**config.mk**
```make
export PLATFORM = sky130hd
export DESIGN_NAME = ip_param_buf_writer
export DESIGN_NICKNAME = d
export VERILOG_FILES = /design/src/rtl/ip_param_buf_writer_pkg.sv /design/src/rtl/ip_param_buf_writer_unpack.sv /design/src/rtl/ip_param_buf_writer.sv
export SDC_FILE = /design/constraint.sdc
export NUM_CORES = 1
export LEC_CHECK = 0
export CAP_MARGIN = 25
export CORE_AREA = 5 5 233 235
export CTS_CLUSTER_DIAMETER = 80
export DETAILED_ROUTE_END_ITERATION = 10
export DIE_AREA = 0 0 238 240
export PLACE_DENSITY = 0.78
export SLEW_MARGIN = 0
export SYNTH_ARGS = -nofsm -noshare
export SYNTH_HDL_FRONTEND = slang
export SYNTH_SLANG_ARGS = --single-unit
export TNS_END_PERCENT = 20
```
**constraint.sdc**
```tcl
create_clock -name clk_i -period 2.5 [get_ports clk_i]
set_input_delay 0.25 -clock clk_i [delete_from_list [all_inputs] [get_ports clk_i]]
set_output_delay 0.25 -clock clk_i [all_outputs]
set_load 0.005 [all_outputs]
```
**src/rtl/ip_param_buf_writer_pkg.sv**
```systemverilog
// Shared types and default sizing for the FC-layer parameter buffer writer.
// Word width, set length and beat width defaults match the FP32 build.
package ip_param_buf_writer_pkg;

    localparam int DEF_FW         = 32;
    localparam int DEF_WL         = 288;
    localparam int DEF_DATA_WIDTH = 512;
    localparam int DEF_AW         = 9;

    typedef enum logic [1:0] {
        ST_IDLE     = 2'd0,
        ST_WAIT_BUF = 2'd1,
        ST_FILL     = 2'd2,
        ST_DONE     = 2'd3
    } wr_state_t;

endpackage

```
**src/rtl/ip_param_buf_writer_unpack.sv**
```systemverilog
// Holds one DDR beat and presents its words one at a time, lowest word first.
// The hold empties after the last word, on an early discard at set end, or on flush.
module ip_beat_unpack
    import ip_param_buf_writer_pkg::*;
#(
    parameter int FW  = DEF_FW,
    parameter int WPB = DEF_DATA_WIDTH / DEF_FW
) (
    input  logic              clk_i,
    input  logic              rstn_i,
    input  logic              i_load,
    input  logic [FW*WPB-1:0] i_beat,
    input  logic              i_advance,
    input  logic              i_discard,
    input  logic              i_flush,
    output logic              o_hold_valid,
    output logic [FW-1:0]     o_word
);

    localparam int IDXW = (WPB > 1) ? $clog2(WPB) : 1;

    logic [FW*WPB-1:0] r_hold;
    logic              r_hold_valid;
    logic [IDXW-1:0]   r_word_idx;
    logic [FW-1:0]     w_words [WPB];
    logic              w_last_word;

    generate
        for (genvar gi = 0; gi < WPB; gi++) begin : g_word
            assign w_words[gi] = r_hold[gi*FW +: FW];
        end
    endgenerate

    assign w_last_word  = (r_word_idx == IDXW'(WPB - 1));
    assign o_word       = w_words[r_word_idx];
    assign o_hold_valid = r_hold_valid;

    // Load and advance never coincide: a beat is only accepted while the hold is empty.
    always_ff @(posedge clk_i or negedge rstn_i) begin
        if (!rstn_i) begin
            r_hold       <= '0;
            r_hold_valid <= 1'b0;
            r_word_idx   <= '0;
        end else if (i_flush || i_discard || (i_advance && w_last_word)) begin
            r_hold_valid <= 1'b0;
            r_word_idx   <= '0;
        end else if (i_load) begin
            r_hold       <= i_beat;
            r_hold_valid <= 1'b1;
            r_word_idx   <= '0;
        end else if (i_advance) begin
            r_word_idx   <= r_word_idx + IDXW'(1);
        end
    end

endmodule

```
**src/rtl/ip_param_buf_writer.sv**
```systemverilog
// Write side of the ping-pong parameter buffer: unpacks DDR beats into one neuron's
// weight+bias set and writes it into the half the reader currently offers.
module ip_param_buf_writer
    import ip_param_buf_writer_pkg::*;
#(
    parameter int FW         = DEF_FW,
    parameter int WL         = DEF_WL,
    parameter int DATA_WIDTH = DEF_DATA_WIDTH,
    parameter int AW         = DEF_AW
) (
    input  logic                  clk_i,
    input  logic                  rstn_i,
    input  logic [DATA_WIDTH-1:0] ddr_data_i,
    input  logic                  ddr_data_valid_i,
    output logic                  ddr_data_ready_o,
    input  logic                  wr_buf_sel_i,
    input  logic [1:0]            param_buf_full_i,
    input  logic                  ip_done_i,
    output logic                  wr_buf_en_o,
    output logic                  wr_buf_half_o,
    output logic [AW-1:0]         wr_buf_addr_o,
    output logic [FW-1:0]         wr_buf_data_o,
    output logic                  wr_buf_done_o
);

    localparam int             WPB       = DATA_WIDTH / FW;
    localparam int             BUF_WORDS = WL + 1;
    localparam logic [AW-1:0]  LAST_ADDR = AW'(BUF_WORDS - 1);

    wr_state_t     r_state;
    logic          r_last_pending;
    logic [AW-1:0] r_addr_cnt;
    logic          r_wr_en;
    logic          r_wr_half;
    logic [AW-1:0] r_wr_addr;
    logic [FW-1:0] r_wr_data;
    logic          r_wr_done;

    logic          w_hold_valid;
    logic [FW-1:0] w_word;
    logic          w_accept;
    logic          w_emit;
    logic          w_set_end;

    // Ready depends only on registered state, the hold and the flush request, never on valid.
    assign ddr_data_ready_o = (r_state == ST_FILL) && !w_hold_valid && !r_last_pending && !ip_done_i;
    assign w_accept         = ddr_data_valid_i && ddr_data_ready_o;
    assign w_emit           = (r_state == ST_FILL) && w_hold_valid && !r_last_pending;
    assign w_set_end        = w_emit && (r_addr_cnt == LAST_ADDR);

    ip_beat_unpack #(
        .FW  (FW),
        .WPB (WPB)
    ) u_unpack (
        .clk_i        (clk_i),
        .rstn_i       (rstn_i),
        .i_load       (w_accept),
        .i_beat       (ddr_data_i),
        .i_advance    (w_emit),
        .i_discard    (w_set_end),
        .i_flush      (ip_done_i),
        .o_hold_valid (w_hold_valid),
        .o_word       (w_word)
    );

    // The done pulse is issued from FILL one cycle after the last write, so the reader's
    // sel/full update lands before WAIT_BUF samples them again.
    always_ff @(posedge clk_i or negedge rstn_i) begin
        if (!rstn_i) begin
            r_state        <= ST_IDLE;
            r_last_pending <= 1'b0;
            r_addr_cnt     <= '0;
            r_wr_en        <= 1'b0;
            r_wr_half      <= 1'b0;
            r_wr_addr      <= '0;
            r_wr_data      <= '0;
            r_wr_done      <= 1'b0;
        end else if (ip_done_i) begin
            r_state        <= ST_IDLE;
            r_last_pending <= 1'b0;
            r_addr_cnt     <= '0;
            r_wr_en        <= 1'b0;
            r_wr_addr      <= '0;
            r_wr_done      <= 1'b0;
        end else begin
            r_wr_en   <= 1'b0;
            r_wr_done <= 1'b0;
            case (r_state)
                ST_IDLE: begin
                    r_state <= ST_WAIT_BUF;
                end
                ST_WAIT_BUF: begin
                    if (!param_buf_full_i[wr_buf_sel_i]) begin
                        r_wr_half  <= wr_buf_sel_i;
                        r_addr_cnt <= '0;
                        r_state    <= ST_FILL;
                    end
                end
                ST_FILL: begin
                    if (r_last_pending) begin
                        r_last_pending <= 1'b0;
                        r_wr_done      <= 1'b1;
                        r_state        <= ST_DONE;
                    end else if (w_emit) begin
                        r_wr_en        <= 1'b1;
                        r_wr_addr      <= r_addr_cnt;
                        r_wr_data      <= w_word;
                        r_addr_cnt     <= r_addr_cnt + AW'(1);
                        r_last_pending <= w_set_end;
                    end
                end
                ST_DONE: begin
                    r_state <= ST_WAIT_BUF;
                end
                default: begin
                    r_state <= ST_IDLE;
                end
            endcase
        end
    end

    assign wr_buf_en_o   = r_wr_en;
    assign wr_buf_half_o = r_wr_half;
    assign wr_buf_addr_o = r_wr_addr;
    assign wr_buf_data_o = r_wr_data;
    assign wr_buf_done_o = r_wr_done;

endmodule

```
==> reports/qor.yml <==
final_layout:
  final_cell_mix: "570 x sky130_fd_sc_hd__dfrtp_1, 561 x sky130_fd_sc_hd__clkdlybuf4s50_1, 512 x sky130_fd_sc_hd__mux2_2, 128 x sky130_fd_sc_hd__mux4_2, 63 x sky130_fd_sc_hd__nand2_1"
  layout.core_utilization_pct: 66.0
  areaGrowthSynthToFinish_pct: 34.1
  regArea_sq_um: 14400
  share_of_final_layout_standard_cells_stronger_than_drive_strength_1_pct: 37.4
  fin_cells: 2927
  area_occupied_by_multi_input_gates_sq_um: 10400
  design.final.nets: 2712
  nFillCells: 3689
  layout.cells.most_common: "sky130_fd_sc_hd__dfrtp_1"
synth:
  async_flop_share_pct: 100
  synth_area_per_cell_sq_um: 16.2
  synth_cell_type_count: 45
  synth.yosys.warnings: 0
  synth.net_count: 2106
  ys_dominant_reg_cell: "sky130_fd_sc_hd__dfrtp_1"
  syn_area_sq_um: 25600
  postSynthCellCount: 1581
  synth-seq-area-share_pct: 56.0
  synth-edff-count: 0
  synth_seq_cells: 573
grt:
  globalRoute.totalOverflow: 0
  grt_pass1_vias: 18500
  grt_antenna_before_repair: 14
  total_global_route_track_usage_pct: 25.9
  grt_max_degree: 82
  grt_first_pass_wirelength_mm: 113
critical_path:
  critical_path_buf_inv_count: 2
  start_kind: "flop"
  crit_path_end_kind: "flop"
  worst_path_max_delay_cell: "sky130_fd_sc_hd__dfrtp_4"
  path_delay_family: "multiplexers"
  critical_path.cell_chain: "buf_4 > buf_4 > mux4_2 > mux2_2 > a22oi_1 > nand2_1"
  rr_worst_depth: 6
  regToRegSetupSlack_ns: 0.19
  path_class: "reg -> reg"
  max_stage_delay_ns: 0.52
  critPathMaxFanout: 8
  data_arrival_critical_path_ns: 2.78
  worst-endpoint-required_ns: 2.97
  critical_path.most_common_cell: "sky130_fd_sc_hd__buf_4"
  regToRegEndpoint: "wr_buf_data_o[0]"
  regToRegStartpoint: "u_unpack.r_word_idx[2]"
floorplanning:
  design.portCount: 564
  die_height_um: 240
  initial_core_util_pct: 49.2
  coreArea_sq_um: 52000
  core.rowCount: 84
  die_ar_sq_um: 57100
  die_width_um: 238
sta:
  layout_setup_ws_ns: 0.187
  period_share_pct: 92.5
  timing.max_slew.rel_slack_pct: 58.1
  fin_skew_ns: 0.0167
  fmax_ghz: 0.432
  tightest_slew_ns: 0.629
  setup-tns-final_ns: 0
  period_minus_slack_ns: 2.31
  rsz0062_at_grt: "no"
  hold_violations: 0
  final_max_slew_viol_count: 0
  setup_viol_count_final: 0
place:
  dpl_worst_slack_ns: 0.0472
  detailed_place_hpwl_mm: 56.7
  portBuffers: 563
  place.gp.congestion: 0.893
  dp_cells: 2810
pwr:
  pwr_density_nw_per_um2: 971
  cellLeakagePower_nw: 14.2
  worst_ir_drop_vdd_uv: 564
route:
  antenna_left: 0
  detailedRoute.firstIterationViolations: 883
  detail_route.drc_violations: 0
  route.vias.total: 16500
  routed_wirelength_mm: 75.1
  vias_per_cell: 5.63
  drt-wirelength-per-cell_um: 25.7
  detail_route.first_pass.iterations: 5
cts:
  clk-insertion-delay-late_ns: 0.61
  clock-root-buffer: "sky130_fd_sc_hd__clkbuf_16"
  cts_buffer_depth: 3
  clkTransAtPathRegs_ns: 0.06
  tritoncts: "built"
  tritoncts.num_buffers: 58
  clock-sinks: 573
  cts-htree-levels: 2
min_path:
  hold_class: "in -> async"
status:
  run_status: "finished, final reports clean"
run:
  maxCapViolations: 0
==> per-layer routing <==
metal | track usage [%] | part of all wire [%] | wire length [um]
met1 | 31.0 | 37 | 27800
met4 | 9.22 | 3.5 | 2650
met5 | 0 | 0.14 | 103
met3 | 5.64 | 5.8 | 4370
met2 | 46.7 | 53 | 40200
==> synthesized netlist by cell type (2+ instances only) <==
master | number | area (sq um)
sky130_fd_sc_hd__a22o_1 | 2 | 17.5
sky130_fd_sc_hd__buf_6 | 46 | 518
sky130_fd_sc_hd__mux2i_1 | 3 | 30.0
sky130_fd_sc_hd__nand3_1 | 6 | 30.0
sky130_fd_sc_hd__ha_1 | 6 | 75.1
sky130_fd_sc_hd__nand2b_1 | 2 | 12.5
sky130_fd_sc_hd__buf_2 | 36 | 180
sky130_fd_sc_hd__o21ai_0 | 7 | 35.0
sky130_fd_sc_hd__buf_4 | 13 | 97.6
sky130_fd_sc_hd__inv_1 | 6 | 22.5
sky130_fd_sc_hd__nor4b_2 | 2 | 30.0
sky130_fd_sc_hd__mux2_2 | 512 | 5770
sky130_fd_sc_hd__nor3_1 | 5 | 25.0
sky130_fd_sc_hd__nor2b_1 | 2 | 12.5
sky130_fd_sc_hd__nand4_1 | 2 | 12.5
sky130_fd_sc_hd__or4b_2 | 2 | 20.0
sky130_fd_sc_hd__or4_1 | 4 | 30.0
sky130_fd_sc_hd__dfrtp_1 | 573 | 14300
sky130_fd_sc_hd__a222oi_1 | 5 | 50.1
sky130_fd_sc_hd__o31ai_1 | 3 | 22.5
sky130_fd_sc_hd__nor2_1 | 14 | 52.6
sky130_fd_sc_hd__a22oi_1 | 54 | 405
sky130_fd_sc_hd__a21oi_1 | 16 | 80.1
sky130_fd_sc_hd__o41ai_1 | 2 | 17.5
sky130_fd_sc_hd__mux4_2 | 128 | 2880
sky130_fd_sc_hd__clkbuf_1 | 15 | 56.3
sky130_fd_sc_hd__o31a_1 | 2 | 17.5
sky130_fd_sc_hd__nand2_1 | 63 | 236
sky130_fd_sc_hd__mux2_1 | 33 | 372
sky130_fd_sc_hd__and3_1 | 2 | 12.5
==> worst max-delay path by stage <==
stage	from	endpoint	slack [ns]	cells past startpoint
6_report	u_unpack.r_word_idx[2]	wr_buf_data_o[0]	0.19	6
5_1_grt	r_state[0]	ddr_data_ready_o	0.07	6
4_1_cts	u_unpack.r_word_idx[2]	wr_buf_data_o[11]	0.04	5
3_5_place_dp	u_unpack.r_word_idx[2]	wr_buf_data_o[11]	0.05	5
3_3_place_gp	u_unpack.r_word_idx[2]	wr_buf_data_o[11]	0.07	5
2_1_floorplan	r_state[0]	u_unpack.r_hold[169]	0.47	9
==> where the power goes <==
group,switching (mW),internal (mW),total [mW]
clock,3.60,5.19,8.79
sequential,2.32,13.5,15.9
combinational,2.78,5.89,8.67
==> timing repair <==
action | in CTS | in global routing
setup endpoints to repair | 1 | 1
hold buffers | 1 | 0
hold endpoints to repair | 42 | 0
resized for setup | 1 | 0
buffers inserted | 0 | 4
==> logic make-up (layout without fill, tap and decap cells) <==
| logic type | after synthesis | in the layout | synth area share [%] |
|---|---|---|---|
| buffers and inverters | 117 | 768 | 3.43 |
| adder cells (fa/ha/maj) | 6 | 6 | 0.293 |
| AND/OR/NAND/NOR | 111 | 111 | 2.06 |
| XOR/XNOR | 1 | 1 | 0.0342 |
| AO/OA/AOI/OAI | 97 | 97 | 2.79 |
| other | 0 | 7 | 0 |
| multiplexers | 676 | 676 | 35.4 |
| flip-flops | 573 | 573 | 56.0 |
==> metrics by stage <==
step                      hold WS, ns  cell area [sq um]  total power, mW
after floorplan               -0.0456              25600             21.3
final                           0.132              34300             33.3
after detailed placement        0.234              32300             24.7
after CTS                       0.171              34300             33.6
after global routing            0.175              34300             35.0
after global placement          0.226              32300             24.0
==> flip-flops by register name (all words and copies together) (netlist names), 2 cells and up <==
| signal | flops |
|---|---|
| u_unpack.r_hold | 512 |
| wr_buf_data_o | 32 |
| r_addr_cnt | 9 |
| wr_buf_addr_o | 9 |
| u_unpack.r_word_idx | 4 |
| r_state | 2 |
==> area by class of cell <==
class | count | share of cell area [%]
flip-flops and latches | 573 | 41.8
multi-input cells | 891 | 30.3
well taps | 688 | 2.51
repair buffers | 657 | 19.7
clock buffers | 87 | 4.96
inverters | 6 | 0.0656
diodes | 7 | 0.0510
clock inverters | 18 | 0.649
(Power assumes the default switching activity.)
==> edit 1 (same flow settings) <==
The package constant `DEF_AW` goes from 9 to 8.
--- a/src/rtl/ip_param_buf_writer_pkg.sv
+++ b/src/rtl/ip_param_buf_writer_pkg.sv
@@ -5,7 +5,7 @@
     localparam int DEF_FW         = 32;
     localparam int DEF_WL         = 288;
     localparam int DEF_DATA_WIDTH = 512;
-    localparam int DEF_AW         = 9;
+    localparam int DEF_AW         = 8;
 
     typedef enum logic [1:0] {
         ST_IDLE     = 2'd0,
Ports: changed (resized wr_buf_addr_o); port bits go from 564 to 563. No check against the original RTL was run, so the function may have changed too.
==> edit 1 against the unedited design <==
- via count rose by 30%
- synthesized area rose by 0.52%
- fmax fell by 1.9%
- critical path depth fell by 1
- cell area rose by 0.42%
- synthesized cell count rose by 70%
- sequential cell count fell by 2
- total power rose by 6.3%
- setup slack got worse by 0.045 ns
- wire length rose by 13%
- critical path type unchanged
==> edit 1: results (changes against the unedited design) <==
[min_path]
whs_endpoint = u_unpack.r_hold[304]
hp-class = primary input to flop
min-delay-start = ddr_data_i[304]
hold_depth = 3

[final_layout]
area_growth_pct = 34.00  ; about the same
top_register = u_unpack.r_hold
drive_above_1_share_pct = 9.524  ; -28 points
largest_register_ffs = 512  ; unchanged
fin_nets = 3731  ; +38%

[routing]
drt_first_pass_iters = 6  ; +1
wl_per_cell_um = 21.46  ; -16%
drt_first_iter_violations = 1970  ; +120%
vias = 21480  ; +30%

[clock_network]
numCtsBuffers = 58  ; unchanged
cts_root_buf = clkbuf_16
clock_latency_ns = 0.61  ; about the same
htreeDepth = 2  ; unchanged
clk_pin_slew_worst_paths_ns = 0.07
cts_max_path_buffers = 3  ; unchanged
post_cts_buffers = 0  ; unchanged

[run_status]
status = complete, no violations

[critical_path]
crit_arrival_ns = 2.85  ; +0.07 ns
r2r_setup_slack_ns = 0.14  ; -0.04 ns
r2r-end = wr_buf_data_o[18]
cp_slowest_cell = dfrtp_4
critPathMaxStageDelay_ns = 0.61  ; +0.09 ns
path_max_fanout = 35  ; +27
reg2reg_from = u_unpack.r_word_idx[0]
r2r.worst_path.cells = 5  ; -1

[timing]
tightest_slew_ns = 0.6328  ; +0.003613 ns
clock_skew_ns = 0.02022  ; +0.003494 ns
worst_hold_slack_ns = 0.1708  ; +0.03849 ns
fin_crit_ns = 2.358  ; +0.04487 ns

[place]
io_buffers = 562  ; -0.18%
dp_hpwl_um = 62000  ; +9.4%
place_ws_ns = 0.1099  ; +0.06274 ns
place.gp.congestion = 0.9195  ; +2.9%

[grt]
grt_pass1_wl_um = 130700  ; +16%
antenna_found_initial = 8  ; -6
grt.total_usage_pct = 29.33  ; +3.4 points
grt_pass1_vias = 22630  ; +23%
grt_max_degree = 105  ; +28%

[logic_synthesis]
synthTopCellsByCount = nand2_1, dfrtp_1, mux4_2
synth_nets = 3213  ; +53%
synth_area_leaders = dfrtp_1, nand2_1, mux4_2, clkbuf_1, mux2i_1
ys.flop_type = dfrtp_1
yosysSeqAreaShare_pct = 55.54  ; -0.48 points
yosysUniqueCellTypes = 40  ; -11%
ys_warn_count = 0  ; unchanged
async_flop_share_pct = 100.0  ; unchanged

[pwr]
swShare_pct = 31.55  ; +5.4 points
vdd_drop_max_mv = 0.6513  ; +15%
leakagePower_uw = 0.01691  ; +19%

edit 1: cell types whose count changed after synthesis, sizes merged, moves of 13 or more:
cell    change
buf        -13
a22oi      -54
clkbuf     +76
mux2i      +29
a22o       +29
nand2    +1498
a21oi      +26
nor2b      +32
a211o      +32
mux2      -544
edit 1: what timing repair did:
item | 4_1_cts | 5_1_grt
resized for setup | 2 | 0
hold buffers | 1 | 0
endpoints found under the hold margin | 48 | 0
setup endpoints to repair | 1 | 0
edit 1: critical path, delay by kind of cell (launching register included):
kind / cells / cell delay (ns)
compound gates: 2 / 0.53
buf+inv: 1 / 0.33
flops: 1 / 0.61
mux: 1 / 0.57
simple gates: 1 / 0.16
edit 1: kinds of logic (layout without fill, tap and decap cells):
family	Yosys count	after routing	share of synthesized area (%)
flip-flops	571	571	55.54
AO/OA/AOI/OAI	134	134	3.687
AND/OR/NAND/NOR	1634	1634	24.50
adder cells (fa/ha/maj)	6	6	0.2918
other	0	8	0
buffers and inverters	179	746	3.332
XOR/XNOR	2	2	0.06810
multiplexers	162	162	12.58
edit 1: routing by layer:
layer	GRT usage, %	vias up	share of wire [%]
met3	5.517	187	6.5
met1	37.93	10730	39
met4	12.82	2	4.5
met5	0	-	0.011
li1	-	9719	-
met2	49.03	839	51
edit 1: area by class of cell:
cell class	instances	area, um^2
Clock buffer	93	1877
Clock inverter	16	242.7
Multi-Input combinational cell	1938	10600
Inverter	5	18.77
Antenna cell	8	20.02
Timing Repair Buffer	632	6545
Tap cell	688	860.8
Sequential cell	571	14300
Fill cell	3904	17550
edit 1: how the worst max path moves through the flow:
| stage | startpoint | end | depth (start not counted) |
|---|---|---|---|
| 5_1_grt | u_unpack.r_word_idx[0] | wr_buf_data_o[7] | 6 |
| 3_5_place_dp | u_unpack.r_word_idx[0] | wr_buf_data_o[16] | 5 |
| 6_report | u_unpack.r_word_idx[0] | wr_buf_data_o[18] | 5 |
| 2_1_floorplan | u_unpack.r_word_idx[0] | wr_buf_data_o[10] | 6 |
| 3_3_place_gp | u_unpack.r_word_idx[0] | wr_buf_data_o[16] | 5 |
| 4_1_cts | u_unpack.r_word_idx[0] | wr_buf_data_o[16] | 5 |
edit 1: power by group through the flow:
stage | Sequential, uW | Combinational [uW] | Clock (uW)
6_report | 15900 | 10100 | 9450
5_1_grt | 16300 | 11300 | 9960
4_1_cts | 15800 | 10200 | 9570
3_5_place_dp | 15900 | 10100 | 0
3_3_place_gp | 15500 | 9740 | 0
2_1_floorplan | 14900 | 6900 | 0
edit 1: per-stage QoR:
step                      instance area [um^2]  std cells  util [%]  power (uW)
final                                    34470       3951     66.26       35430
after global routing                     34470       3949     66.25       37540
after CTS                                34450       3943     66.22       35590
after detailed placement                 32320       3833     62.12       25950
after global placement                   32320       3833     62.12       25290
after floorplan                          25730       2688         -       21810
==> edit 2 (same settings) <==
Without the edit above. Re-encode `wr_state_t` (4 states) as one-hot, 4 bits wide.
--- a/src/rtl/ip_param_buf_writer_pkg.sv
+++ b/src/rtl/ip_param_buf_writer_pkg.sv
@@ -7,11 +7,11 @@
     localparam int DEF_DATA_WIDTH = 512;
     localparam int DEF_AW         = 9;
 
-    typedef enum logic [1:0] {
-        ST_IDLE     = 2'd0,
-        ST_WAIT_BUF = 2'd1,
-        ST_FILL     = 2'd2,
-        ST_DONE     = 2'd3
+    typedef enum logic [3:0] {
+        ST_IDLE     = 4'b0001,
+        ST_WAIT_BUF = 4'b0010,
+        ST_FILL     = 4'b0100,
+        ST_DONE     = 4'b1000
     } wr_state_t;
 
 endpackage
Behaviour: no difference found for any inputs over 4 cycles, from zero or initial values and one cycle with rstn_i low; so few cycles prove little.
==> edit 2 against the unedited design <==
- first-iteration DRC count up 130%
- sequential cell count increased by 2
- synthesized cell count grew 72%
- cell area up 0.64%
- setup slack worse by 0.037 ns
- wire length rose by 19%
- synthesized area is 1.1% higher
- non-clock buffer count decreased by 15
Power is not compared: it rests on default switching activity, and its combinational part moved more than twofold at a synthesized area within 25%.
==> edit 2: results (changes against the unedited design) <==
[logic_synthesis]
async_flop_share_pct = 100.0  ; unchanged
yosysUniqueCellTypes = 46  ; +2.2%
synth-xor-area-share_pct = 0.03386  ; -0.00036 points
synthCells = 2723  ; +72%
yosysSeqAreaShare_pct = 55.63  ; -0.40 points
synth_compound_area_share_pct = 4.667  ; +1.9 points
synth_area_leaders = dfrtp_1, nand2_1, mux4_2, a22oi_2, buf_2
synth_nets = 3245  ; +54%
synthTopCellsByCount = nand2_1, dfrtp_1, mux4_2
synth.area.mux_share_pct = 11.14  ; -24 points
synth_fa_ha_area_share_pct = 0.1451  ; -0.15 points

[place]
dp.cells = 3865  ; +38%
place_ws_ns = 0.1302  ; +0.08303 ns
placed_cell_area_mm2 = 0.03249  ; +0.44%
dp_hpwl_um = 66750  ; +18%
place.gp.congestion = 0.9153  ; +2.5%

[critical_path]
cp-endpoint = ddr_data_ready_o
r2r.worst_path.cells = 5  ; -1
path_max_fanout = 6  ; -2
critPathMaxStageDelay_ns = 0.44  ; -0.08 ns
crit_arrival_ns = 2.10  ; -0.68 ns
cp_slowest_cell = dfrtp_1
r2r_setup_slack_ns = 0.18
crit_start = r_state[1]
r2r-end = wr_buf_data_o[16]

[grt]
grt.total_usage_pct = 30.98  ; +5.0 points
grt_pass1_wl_um = 136000  ; +21%
met2_usage_pct = 50.86  ; +4.2 points
grt_use_met1_pct = 40.92  ; +9.9 points
grt_pass1_vias = 22970  ; +25%
antenna_found_initial = 15  ; +1
met3_usage_pct = 6.722  ; +1.1 points

[timing]
tightest_slew_ns = 1.144  ; +0.5148 ns
clock_skew_ns = 0.02086  ; +0.004142 ns
worst_hold_slack_ns = 0.07267  ; -0.05959 ns
min_period_over_period_pct = 94.02  ; +1.5 points

[clock_network]
cts_root_buf = clkbuf_16
numCtsBuffers = 59  ; +1.7%

[final_layout]
final_cells = 3987  ; +36%
drive_above_1_share_pct = 10.47  ; -27 points
fin_nets = 3763  ; +39%

[routing]
dr_wl_met3_um = 7484  ; +71%
wl_met1_um = 34520  ; +24%
vias = 22170  ; +35%
drt_first_iter_violations = 2047  ; +130%
dr_wl_met2_um = 43680  ; +8.8%

[min_path]
hp-class = primary input to flop

[run_status]
status = complete, no violations

edit 2: area by class of cell:
type,instances,area [um^2]
Antenna cell,12,30.03
Clock buffer,87,1762
Clock inverter,20,211.5
Fill cell,3969,17480
Inverter,5,18.77
Multi-Input combinational cell,1958,10670
Sequential cell,575,14400
Tap cell,688,860.8
Timing Repair Buffer,642,6598
edit 2: power by group:
group	internal, uW	switching, uW	total, uW
clock	5260	3730	8990
combinational	1340	1030	2360
sequential	9840	368	10200
total	16400	5120	21600
edit 2: worst max-delay path: cells and delay by family (launching register included):
kind	cells	cell delay [ns]
and+or+nand+nor	3	0.77
DFF	1	0.44
buffers and inverters	1	0.28
edit 2: cells by family after synthesis:
logic type      count (synthesis)
flops                         575
fa+ha+maj                       3
buf+inv                       190
simple gates                 1677
mux                           133
compound gates                144
xor+xnor                        1
edit 2: repair_timing:
item,in CTS,in global routing
hold endpoints to repair,49,0
setup buffers,1,1
hold buffers,1,0
pin swaps,2,0
endpoints found under the setup margin,1,1
resized for setup,3,0
